==> src/rtl/router_ingress_pkg.sv <==
// Shared types for the router ingress/egress path.
// Packet layout, field widths and rx FSM states.
package router_ingress_pkg;

  localparam int PKT_BYTES = 4;
  localparam int SRC_W     = 4;
  localparam int DEST_W    = 4;
  localparam int DATA_W    = 24;

  typedef struct packed {
    logic [SRC_W-1:0]  src;
    logic [DEST_W-1:0] dest;
    logic [DATA_W-1:0] data;
  } pkt_t;

  typedef enum logic [1:0] {
    IDLE,
    RECV,
    DISCARD
  } rx_state_e;

endpackage

==> src/rtl/pkt_fifo.sv <==
// First-word fall-through packet FIFO.
// Shared by ingress and egress stages.
module pkt_fifo
  import router_ingress_pkg::*;
#(
  parameter int DEPTH = 2
) (
  input  logic                       clk,
  input  logic                       rst_n,
  input  logic                       push,
  input  pkt_t                       pkt,
  input  logic                       pop,
  output pkt_t                       head,
  output logic [$clog2(DEPTH+1)-1:0] count,
  output logic                       empty,
  output logic                       full
);

  localparam int AW = (DEPTH > 1) ? $clog2(DEPTH) : 1;
  localparam int CW = $clog2(DEPTH+1);

  pkt_t          mem [DEPTH];
  logic [AW-1:0] wr_ptr;
  logic [AW-1:0] rd_ptr;
  logic          do_push;
  logic          do_pop;

  function automatic logic [AW-1:0] bump(
    input logic [AW-1:0] p
  );
    return (p == AW'(DEPTH-1)) ? '0 : p + AW'(1);
  endfunction

  assign empty   = (count == '0);
  assign full    = (count == CW'(DEPTH));
  assign do_pop  = pop && !empty;
  // A full FIFO can still take a push when the head leaves on the same edge
  assign do_push = push && (!full || do_pop);
  assign head    = empty ? '0 : mem[rd_ptr];

  always_ff @(posedge clk or negedge rst_n) begin
    if (!rst_n) begin
      wr_ptr <= '0;
      rd_ptr <= '0;
      count  <= '0;
      for (int i = 0; i < DEPTH; i++) begin
        mem[i] <= '0;
      end
    end else begin
      if (do_push) begin
        mem[wr_ptr] <= pkt;
        wr_ptr      <= bump(wr_ptr);
      end
      if (do_pop) begin
        rd_ptr <= bump(rd_ptr);
      end
      case ({do_push, do_pop})
        2'b10:   count <= count + CW'(1);
        2'b01:   count <= count - CW'(1);
        default: count <= count;
      endcase
    end
  end

endmodule

==> src/rtl/router_ingress.sv <==
// Router receive port: byte deserializer, packet FIFO,
// one-hot crossbar request and free/put flow control.
module router_ingress
  import router_ingress_pkg::*;
#(
  parameter int NUM_PORTS = 4,
  parameter int DEPTH     = 2
) (
  input  logic                 clock,
  input  logic                 reset_n,
  input  logic                 put_in,
  input  logic [7:0]           payload_in,
  output logic                 free_out,
  output pkt_t                 pkt_out,
  output logic                 pkt_valid,
  output logic [NUM_PORTS-1:0] req,
  input  logic                 grant,
  output logic                 err_pulse
);

  localparam int CW = $clog2(DEPTH+1);

  rx_state_e       state;
  rx_state_e       state_n;
  logic [1:0]      cnt;
  logic [1:0]      cnt_n;
  logic [23:0]     shreg;
  logic [23:0]     shreg_n;
  logic            flush;
  logic            err_n;
  logic            push;
  logic            dest_ok;
  pkt_t            rx_pkt;
  logic [CW-1:0]   fifo_count;
  logic            fifo_empty;
  logic            fifo_full;
  logic            room;

  assign rx_pkt  = pkt_t'({shreg, payload_in});
  assign dest_ok = int'(rx_pkt.dest) < NUM_PORTS;

  assign room      = !fifo_full && (fifo_count < CW'(DEPTH));
  assign free_out  = (state == IDLE) && room;
  assign pkt_valid = !fifo_empty;
  assign req       = pkt_valid ? (NUM_PORTS'(1) << pkt_out.dest) : '0;

  always_comb begin
    state_n = state;
    cnt_n   = cnt;
    shreg_n = shreg;
    push    = 1'b0;
    err_n   = 1'b0;
    unique case (state)
      IDLE: begin
        if (put_in && !flush) begin
          if (free_out) begin
            state_n = RECV;
            shreg_n = {16'b0, payload_in};
            cnt_n   = 2'd1;
          end else begin
            state_n = DISCARD;
          end
        end
      end
      RECV: begin
        if (put_in) begin
          shreg_n = {shreg[15:0], payload_in};
          cnt_n   = cnt + 2'd1;
          if (cnt == 2'(PKT_BYTES-1)) begin
            state_n = IDLE;
            cnt_n   = 2'd0;
            push    = dest_ok;
            err_n   = !dest_ok;
          end
        end else begin
          state_n = IDLE;
          cnt_n   = 2'd0;
          err_n   = 1'b1;
        end
      end
      DISCARD: begin
        if (!put_in) begin
          state_n = IDLE;
          err_n   = 1'b1;
        end
      end
      default: state_n = IDLE;
    endcase
  end

  always_ff @(posedge clock or negedge reset_n) begin
    if (!reset_n) begin
      state     <= IDLE;
      cnt       <= 2'd0;
      shreg     <= '0;
      err_pulse <= 1'b0;
    end else begin
      state     <= state_n;
      cnt       <= cnt_n;
      shreg     <= shreg_n;
      err_pulse <= err_n;
    end
  end

  // Swallow the tail of a burst cut short by reset, silently
  always_ff @(posedge clock or negedge reset_n) begin
    if (!reset_n) begin
      flush <= 1'b1;
    end else if (!put_in) begin
      flush <= 1'b0;
    end
  end

  pkt_fifo #(
    .DEPTH (DEPTH)
  ) u_fifo (
    .clk   (clock),
    .rst_n (reset_n),
    .push  (push),
    .pkt   (rx_pkt),
    .pop   (grant),
    .head  (pkt_out),
    .count (fifo_count),
    .empty (fifo_empty),
    .full  (fifo_full)
  );

endmodule

==> config.mk <==
export PLATFORM = sky130hd
export DESIGN_NAME = router_ingress
export DESIGN_NICKNAME = d
export VERILOG_FILES = /design/src/rtl/router_ingress_pkg.sv /design/src/rtl/pkt_fifo.sv /design/src/rtl/router_ingress.sv
export SDC_FILE = /design/constraint.sdc
export NUM_CORES = 1
export LEC_CHECK = 0
export ABC_CLOCK_PERIOD_IN_PS = 1800
export CORE_MARGIN = 1.5
export CORE_UTILIZATION = 50
export CTS_CLUSTER_DIAMETER = 150
export DETAILED_ROUTE_END_ITERATION = 10
export GPL_ROUTABILITY_DRIVEN = 0
export PLACE_DENSITY = 0.75
export SYNTH_ARGS = -nofsm -noshare
export SYNTH_HDL_FRONTEND = slang
export SYNTH_SLANG_ARGS = --single-unit
==> constraint.sdc <==
create_clock -name clock -period 1.8 [get_ports clock]
set_input_delay 0.36 -clock clock [delete_from_list [all_inputs] [get_ports clock]]
set_output_delay 0.36 -clock clock [all_outputs]
set_load 0.01 [all_outputs]
==> results of run 1 <==
-- cells in the final DEF (no fill, tap or decap), types with 2 or more instances in the layout --
cell                               n
sky130_fd_sc_hd__nor2_2            3
sky130_fd_sc_hd__buf_8             4
sky130_fd_sc_hd__clkbuf_2          2
sky130_fd_sc_hd__dfrtp_1          96
sky130_fd_sc_hd__clkdlybuf4s15_1   2
sky130_fd_sc_hd__buf_6            22
sky130_fd_sc_hd__buf_16            2
sky130_fd_sc_hd__xnor2_2           2
sky130_fd_sc_hd__clkinv_2          2
sky130_fd_sc_hd__o21ai_0           4
sky130_fd_sc_hd__clkinvlp_4        2
sky130_fd_sc_hd__clkdlybuf4s50_1  11
sky130_fd_sc_hd__nand2_1           3
sky130_fd_sc_hd__ha_1              2
sky130_fd_sc_hd__dlygate4sd2_1     9
sky130_fd_sc_hd__ha_4              3
sky130_fd_sc_hd__mux2_4           67
sky130_fd_sc_hd__nor2_1           30
sky130_fd_sc_hd__nor2_4            4
sky130_fd_sc_hd__mux2i_2           6
sky130_fd_sc_hd__inv_1             6
sky130_fd_sc_hd__buf_12           14
sky130_fd_sc_hd__nor2b_1           3
sky130_fd_sc_hd__inv_2             2
sky130_fd_sc_hd__buf_4            38
sky130_fd_sc_hd__mux2_2            4
sky130_fd_sc_hd__mux2i_1          23
sky130_fd_sc_hd__and2_4            2
sky130_fd_sc_hd__bufinv_16         2
sky130_fd_sc_hd__xnor2_1           2
sky130_fd_sc_hd__clkdlybuf4s15_2   4
sky130_fd_sc_hd__clkbuf_8          9
sky130_fd_sc_hd__buf_2            17
sky130_fd_sc_hd__mux2i_4           3
sky130_fd_sc_hd__a22o_1           17
-- logic make-up (layout without fill, tap and decap cells) --
kind of cell | count (synthesis) | in the layout | share of synthesized area, %
flip-flops | 98 | 98 | 55.5
AO/OA/AOI/OAI | 29 | 29 | 5.35
AND/OR/NAND/NOR | 55 | 55 | 5.60
buffers and inverters | 28 | 152 | 3.45
multiplexers | 103 | 103 | 27.7
XOR/XNOR | 5 | 5 | 0.990
adder cells (fa/ha/maj) | 5 | 5 | 1.41
-- state kept, by name, indices dropped and copies added (netlist names) --
name / cells
state: 2
cnt: 2
u_fifo.wr_ptr: 1
u_fifo.mem: 64
shreg: 24
u_fifo.rd_ptr: 1
err_pulse: 1
flush: 1
u_fifo.count: 2
-- metal layers --
| metal | vias to the layer above | global-route usage (%) | part of all wire, % |
|---|---|---|---|
| met2 | 87 | 39.1 | 50 |
| met1 | 1560 | 31.5 | 44 |
| met4 | 0 | 10.8 | 2.6 |
| met5 | - | 0 | 0 |
| met3 | 23 | 4.41 | 3.3 |
| li1 | 1367 | - | - |
-- metrics by stage --
step,setup WS (ns),hold WS (ns)
6_report,-0.308,0.461
4_1_cts,-0.301,0.452
3_5_place_dp,-0.418,0.304
5_1_grt,-0.375,0.485
2_1_floorplan,-0.0728,0.0644
3_3_place_gp,-0.398,0.303
-- critical path, cell delays in order (launching register included) --
cell	delay (ns)
sky130_fd_sc_hd__dfrtp_1	0.41
sky130_fd_sc_hd__inv_2	0.09
sky130_fd_sc_hd__ha_4	0.12
sky130_fd_sc_hd__and4bb_2	0.25
sky130_fd_sc_hd__o311ai_4	0.12
sky130_fd_sc_hd__buf_6	0.15
sky130_fd_sc_hd__nor2_4	0.22
sky130_fd_sc_hd__buf_4	0.16
sky130_fd_sc_hd__buf_6	0.14
sky130_fd_sc_hd__mux2_4	0.32
-- timing repair --
action,CTS,global route
pin swaps,26,16
endpoints found under the hold margin,23,0
endpoints found under the setup margin,124,131
buffers inserted,28,14
hold buffers,1,0
gates cloned,6,0
resized for setup,179,67
-- worst max path at each step --
stage	endpoint	start	slack, ns	depth (start not counted)
after floorplan	u_fifo.mem[0]	state[1]	-0.07	8
after global placement	u_fifo.mem[31]	put_in	-0.40	6
after detailed placement	u_fifo.mem[0]	put_in	-0.42	6
after CTS	req[2]	u_fifo.rd_ptr	-0.30	6
after global routing	req[1]	u_fifo.rd_ptr	-0.37	7
final	u_fifo.mem[40]	state[1]	-0.31	9
-- final cells by class --
| cell class | count | area, µm² | area share [%] |
|---|---|---|---|
| clock buffers | 9 | 124 | 1.96 |
| clock inverters | 7 | 93.8 | 1.48 |
| inverters | 9 | 36.3 | 0.574 |
| multi-input cells | 197 | 2160 | 34.1 |
| flip-flops and latches | 98 | 2450 | 38.8 |
| well taps | 108 | 135 | 2.14 |
| repair buffers | 127 | 1320 | 20.9 |
-- power groups by stage --
stage / clock (W) / sequential [W] / combinational (W)
after global placement: 0 / 0.00348 / 0.00330
after floorplan: 0 / 0.00334 / 0.00203
final: 0.00156 / 0.00361 / 0.00447
after global routing: 0.00166 / 0.00369 / 0.00477
after detailed placement: 0 / 0.00354 / 0.00339
after CTS: 0.00156 / 0.00352 / 0.00398
==> load_flow_metrics.sql, run 1 <==
INSERT INTO impl_metrics (metric_group, metric, value, unit) VALUES
('logic_synthesis', 'syn_area_per_cell', '13.7', 'µm²'),
('grt', 'overflow', '0', ''),
('logic_synthesis', 'yosys_warning_total', '0', ''),
('timing', 'finalCriticalPeriod', '2.11', 'ns'),
('logic_synthesis', 'syn-cell-area', '4420', 'µm²'),
('worst_setup_path', 'critical_path_class', 'register to register', ''),
('timing', 'tightest_slew', '0.392', 'ns'),
('clock_tree', 'cts.sinks', '98', ''),
('detailed_routing', 'routed_wire_length_per_instance', '20.4', 'µm'),
('detailed_routing', 'detail_route.drc_violations', '0', ''),
('timing', 'setup_violations', '126', ''),
('floorplan', 'chipHeight', '97.0', 'µm'),
('timing', 'clock.fmax', '0.474', 'GHz'),
('worst_setup_path', 'biggest_fanout_along_the_worst_timing_path', '5', ''),
('clock_tree', 'clock_tree.buffer_depth', '2', ''),
('layout', 'num_antenna_cells', '0', ''),
('place', 'detailed_place_hpwl', '5840', 'µm'),
('logic_synthesis', 'yosysTopAreaCell', 'sky130_fd_sc_hd__dfrtp_1', ''),
('clock_tree', 'cts-htree-levels', '3', ''),
('logic_synthesis', 'synth_seq_cells', '98', ''),
('floorplan', 'num_rows', '34', ''),
('outcome', 'status', 'finished, violations left', ''),
('logic_synthesis', 'yosysSeqAreaShare', '55.5', '%'),
('place', 'numPlacedInstances', '501', ''),
('floorplan', 'starting_utilization_of_the_core_area', '51.2', '%'),
('timing', 'fin_crit_sh', '117', '%'),
('timing', 'setup_ws', '-0.308', 'ns'),
('pwr', 'power.share.clock', '16.2', '%'),
('layout', 'final_cell_area', '6320', 'µm²'),
('pwr', 'power.share.switching', '33.4', '%'),
('grt', 'globalRouteTotalUtil', '24.0', '%'),
('clock_tree', 'cts_tree', 'yes', ''),
('pwr', 'power-per-cell-area', '1520', 'nW/µm²'),
('logic_synthesis', 'leading_cell_types_by_total_area_after_synthesis', 'sky130_fd_sc_hd__dfrtp_1 (55%), sky130_fd_sc_hd__mux2_2 (11%), sky130_fd_sc_hd__mux2_4 (9.5%)', ''),
('grt', 'first_global_vias', '3290', ''),
('floorplan', 'design.die.area', '9420', 'µm²'),
('outcome', 'failed_checks', 'setup timing', ''),
('worst_hold_path', 'min_path_type', 'primary input to async pin', ''),
('timing', 'maxSlewViolCount', '0', ''),
('layout', 'final_core_utilization', '73.2', '%'),
('place', 'numPortBuffers', '50', ''),
('logic_synthesis', 'synth_cell_types', '31', ''),
('place', 'placedInstanceArea', '5350', 'µm²'),
('timing', 'rsz0062_at_grt', 'yes', ''),
('floorplan', 'coreArea', '8640', 'µm²'),
('layout', 'instances_no_fill', '555', ''),
('logic_synthesis', 'syn_inst', '323', ''),
('clock_tree', 'tritoncts.num_buffers', '9', ''),
('logic_synthesis', 'synthFlopType', 'sky130_fd_sc_hd__dfrtp_1', ''),
('worst_setup_path', 'critPathLaunchType', 'register', ''),
('worst_setup_path', 'cp.arrival', '2.35', 'ns'),
('worst_setup_path', 'worst-r2r-cell-count', '9', ''),
('pwr', 'share_comb_of_total_power', '46.4', '%'),
('logic_synthesis', 'number_of_synthesized_flops_with_an_enable_pin', '0', ''),
('timing', 'setup_tns', '-21.99', 'ns'),
('pwr', 'power.share.sequential', '37.5', '%'),
('layout', 'final_nets', '459', ''),
('layout', 'final.fill_count', '537', ''),
('detailed_routing', 'wl', '11300', 'µm'),
('detailed_routing', 'vias', '3037', ''),
('grt', 'number_of_antenna_violations_at_the_first_check_in_global_routing', '0', ''),
('grt', 'grt_start_max_net_pins', '30', ''),
('clock_tree', 'clk_transition_reported_paths', '0.09', 'ns'),
('pwr', 'power.internal', '0.00642', 'W'),
('timing', 'timing.final.hold_violations', '0', ''),
('worst_setup_path', 'r2r_start', 'state[1]', ''),
('floorplan', 'die_w', '97.0', 'µm'),
('worst_setup_path', 'critPathCaptureType', 'register', ''),
('clock_tree', 'clockRootBuffer', 'sky130_fd_sc_hd__clkbuf_8', ''),
('worst_setup_path', 'rr_endpoint', 'u_fifo.mem[40]', ''),
('detailed_routing', 'via_to_cell_ratio', '5.47', '');
(Power assumes the default switching activity.)
==> run 2: changes to the inputs <==
--- a/config.mk
+++ b/config.mk
@@ -6,12 +6,14 @@
 export NUM_CORES = 1
 export LEC_CHECK = 0
 export ABC_CLOCK_PERIOD_IN_PS = 1800
-export CORE_MARGIN = 1.5
+export CAP_MARGIN = 20
+export CORE_MARGIN = 2
 export CORE_UTILIZATION = 50
 export CTS_CLUSTER_DIAMETER = 150
 export DETAILED_ROUTE_END_ITERATION = 10
 export GPL_ROUTABILITY_DRIVEN = 0
 export PLACE_DENSITY = 0.75
+export SLEW_MARGIN = 20
 export SYNTH_ARGS = -nofsm -noshare
 export SYNTH_HDL_FRONTEND = slang
 export SYNTH_SLANG_ARGS = --single-unit
==> load_flow_metrics.sql, run 2 (same netlist as run 1, synthesis figures left out) <==
INSERT INTO impl_metrics (metric_group, metric, value, unit) VALUES
('detailed_routing', 'initialDrtViolationCount', '176', ''),
('worst_setup_path', 'biggest_fanout_along_the_worst_timing_path', '5', ''),
('layout', 'flow.area_growth_from_synthesis', '41.4', '%'),
('grt', 'overflow', '0', ''),
('clock_tree', 'clk_transition_reported_paths', '0.10', 'ns'),
('place', 'detailed_place_hpwl', '5620', 'µm'),
('floorplan', 'num_rows', '34', ''),
('worst_setup_path', 'buf_inv_on_cp', '2', ''),
('timing', 'maxSlewHeadroom', '68.7', '%'),
('layout', 'flip_flop_count_of_the_largest_register_all_copies_and_words_added', '64', ''),
('timing', 'setup_violations', '117', ''),
('grt', 'number_of_antenna_violations_at_the_first_check_in_global_routing', '0', ''),
('place', 'numPortBuffers', '50', ''),
('outcome', 'failed_checks', 'setup timing', ''),
('worst_setup_path', 'critPathLaunchType', 'register', ''),
('timing', 'timing.final.hold_violations', '0', ''),
('grt', 'first_global_vias', '3243', ''),
('outcome', 'status', 'finished, violations left', ''),
('worst_setup_path', 'critical-path-top-delay-family', 'flip-flops', ''),
('pwr', 'static-leakage-power', '3.19', 'nW'),
('timing', 'finalCriticalPeriod', '2.11', 'ns'),
('detailed_routing', 'wl_met3', '454', 'µm'),
('worst_setup_path', 'worstPathCellList', 'buf_6 > mux2i_4 > a21o_1 > o21ai_2 > nor2_2 > buf_2', ''),
('grt', 'grt_start_max_net_pins', '46', ''),
('layout', 'num_antenna_cells', '0', ''),
('detailed_routing', 'routed_wire_length_per_instance', '21.9', 'µm'),
('timing', 'tightest_slew', '0.469', 'ns'),
('timing', 'rsz0062_at_grt', 'yes', ''),
('clock_tree', 'tritoncts.num_buffers', '9', ''),
('worst_setup_path', 'worst-endpoint-required', '1.44', 'ns'),
('layout', 'drive_gt1_share', '54.7', '%'),
('clock_tree', 'clockRootBuffer', 'sky130_fd_sc_hd__clkbuf_8', ''),
('timing', 'worst_clock_skew', '0.0137', 'ns'),
('layout', 'final_nets', '451', ''),
('layout', 'largest_register', 'u_fifo.mem', ''),
('timing', 'setup_ws', '-0.314', 'ns'),
('floorplan', 'starting_utilization_of_the_core_area', '51.2', '%'),
('floorplan', 'chipHeight', '98.0', 'µm'),
('clock_tree', 'clock_insertion_delay_worst_skew', '0.37', 'ns'),
('worst_setup_path', 'critical_path_class', 'register to primary output', ''),
('worst_setup_path', 'crit_path_top_delay_cell', 'sky130_fd_sc_hd__dfrtp_2', ''),
('timing', 'clock.fmax', '0.473', 'GHz'),
('floorplan', 'die_w', '98.0', 'µm'),
('clock_tree', 'cts_tree', 'yes', ''),
('grt', 'globalRouteTotalUtil', '26.1', '%'),
('layout', 'layout_commonest_cell', 'sky130_fd_sc_hd__dfrtp_1', ''),
('job', 'cap_viol_max_count', '0', ''),
('clock_tree', 'clock_tree.buffer_depth', '2', ''),
('detailed_routing', 'final_antenna_net_count', '0', ''),
('detailed_routing', 'via_to_cell_ratio', '5.56', ''),
('clock_tree', 'cts.sinks', '98', ''),
('detailed_routing', 'wl_met2', '5920', 'µm'),
('worst_setup_path', 'cpPeakStageDelay', '0.46', 'ns'),
('worst_hold_path', 'min_path_type', 'primary input to async pin', ''),
('place', 'placedInstanceArea', '5250', 'µm²'),
('detailed_routing', 'vias', '3041', ''),
('detailed_routing', 'wl', '12000', 'µm'),
('detailed_routing', 'dr.max_layer_used', 'met4', ''),
('layout', 'final_core_utilization', '72.4', '%'),
('timing', 'fin_crit_sh', '117', '%'),
('worst_setup_path', 'cp.arrival', '1.75', 'ns'),
('layout', 'largest_registers', 'u_fifo.mem x64, shreg x24', ''),
('clock_tree', 'cts-htree-levels', '3', ''),
('pwr', 'power-per-cell-area', '1550', 'nW/µm²'),
('layout', 'final_cell_mix', 'sky130_fd_sc_hd__dfrtp_1 (95), sky130_fd_sc_hd__mux2_4 (67), sky130_fd_sc_hd__buf_4 (37)', ''),
('worst_setup_path', 'critPathCaptureType', 'primary output', ''),
('detailed_routing', 'wl_met1', '5240', 'µm'),
('pwr', 'peakVddDrop', '0.891', 'mV'),
('floorplan', 'coreArea', '8640', 'µm²'),
('floorplan', 'design.die.area', '9610', 'µm²'),
('timing', 'maxSlewViolCount', '0', ''),
('layout', 'final_cell_area', '6250', 'µm²'),
('grt', 'grt_pass1_wl', '18900', 'µm'),
('detailed_routing', 'detail_route.drc_violations', '0', ''),
('floorplan', 'floorplan.io_pins', '51', ''),
('detailed_routing', 'drtPass1Iterations', '4', '');
[run 2: cell type report]
cell class	instances	area (µm²)
inverters	9	36.3
fillers	527	2380
repair buffers	119	1250
well taps	108	135
flip-flops and latches	98	2460
clock buffers	10	138
multi-input cells	197	2170
clock inverters	6	66.3
[run 2: timing repair]
action | 4_1_cts | 5_1_grt
gates resized for setup | 247 | 31
buffers inserted | 22 | 14
cloned | 14 | 0
pin swaps | 28 | 22
hold endpoints to repair | 29 | 0
hold buffers | 1 | 0
setup endpoints to repair | 125 | 128
[run 2: worst paths after layout]
path	start	end	slack, ns	cells past startpoint
max in group asynchronous	reset_n	u_fifo.mem[15]	0.71	3
min in group clock	u_fifo.mem[51]	u_fifo.mem[51]	0.52	1
min reg2reg	u_fifo.mem[51]	u_fifo.mem[51]	0.52	1
min	reset_n	u_fifo.mem[1]	0.48	2
max	u_fifo.rd_ptr	req[2]	-0.31	6
max reg2reg	state[1]	u_fifo.mem[33]	-0.22	9
[run 2: layer usage]
| layer | vias to the layer above | global-route usage, % |
|---|---|---|
| met5 | - | 0 |
| met4 | 0 | 10.5 |
| met3 | 26 | 4.58 |
| met2 | 78 | 42.5 |
| met1 | 1584 | 35.1 |
| li1 | 1353 | - |
[run 2: stage by stage]
step	hold WS, ns	instances	setup WS (ns)	total power [W]	TNS, ns
after floorplan	0.0644	323	-0.0728	0.00538	-2.12
after global placement	0.341	493	-0.374	0.00657	-25.65
after detailed placement	0.342	493	-0.384	0.00670	-26.90
after CTS	0.483	543	-0.329	0.00940	-17.94
after global routing	0.525	547	-0.397	0.0102	-26.29
final	0.476	547	-0.314	0.00972	-18.88
[run 2: power by group]
group          total, W  internal (W)  switching [W]  leakage (nW)
logic           0.00462       0.00277        0.00185          1.79
clock network   0.00147      0.000680       0.000793        0.0945
registers       0.00362       0.00295       0.000675          1.31
total           0.00972       0.00640        0.00332          3.19
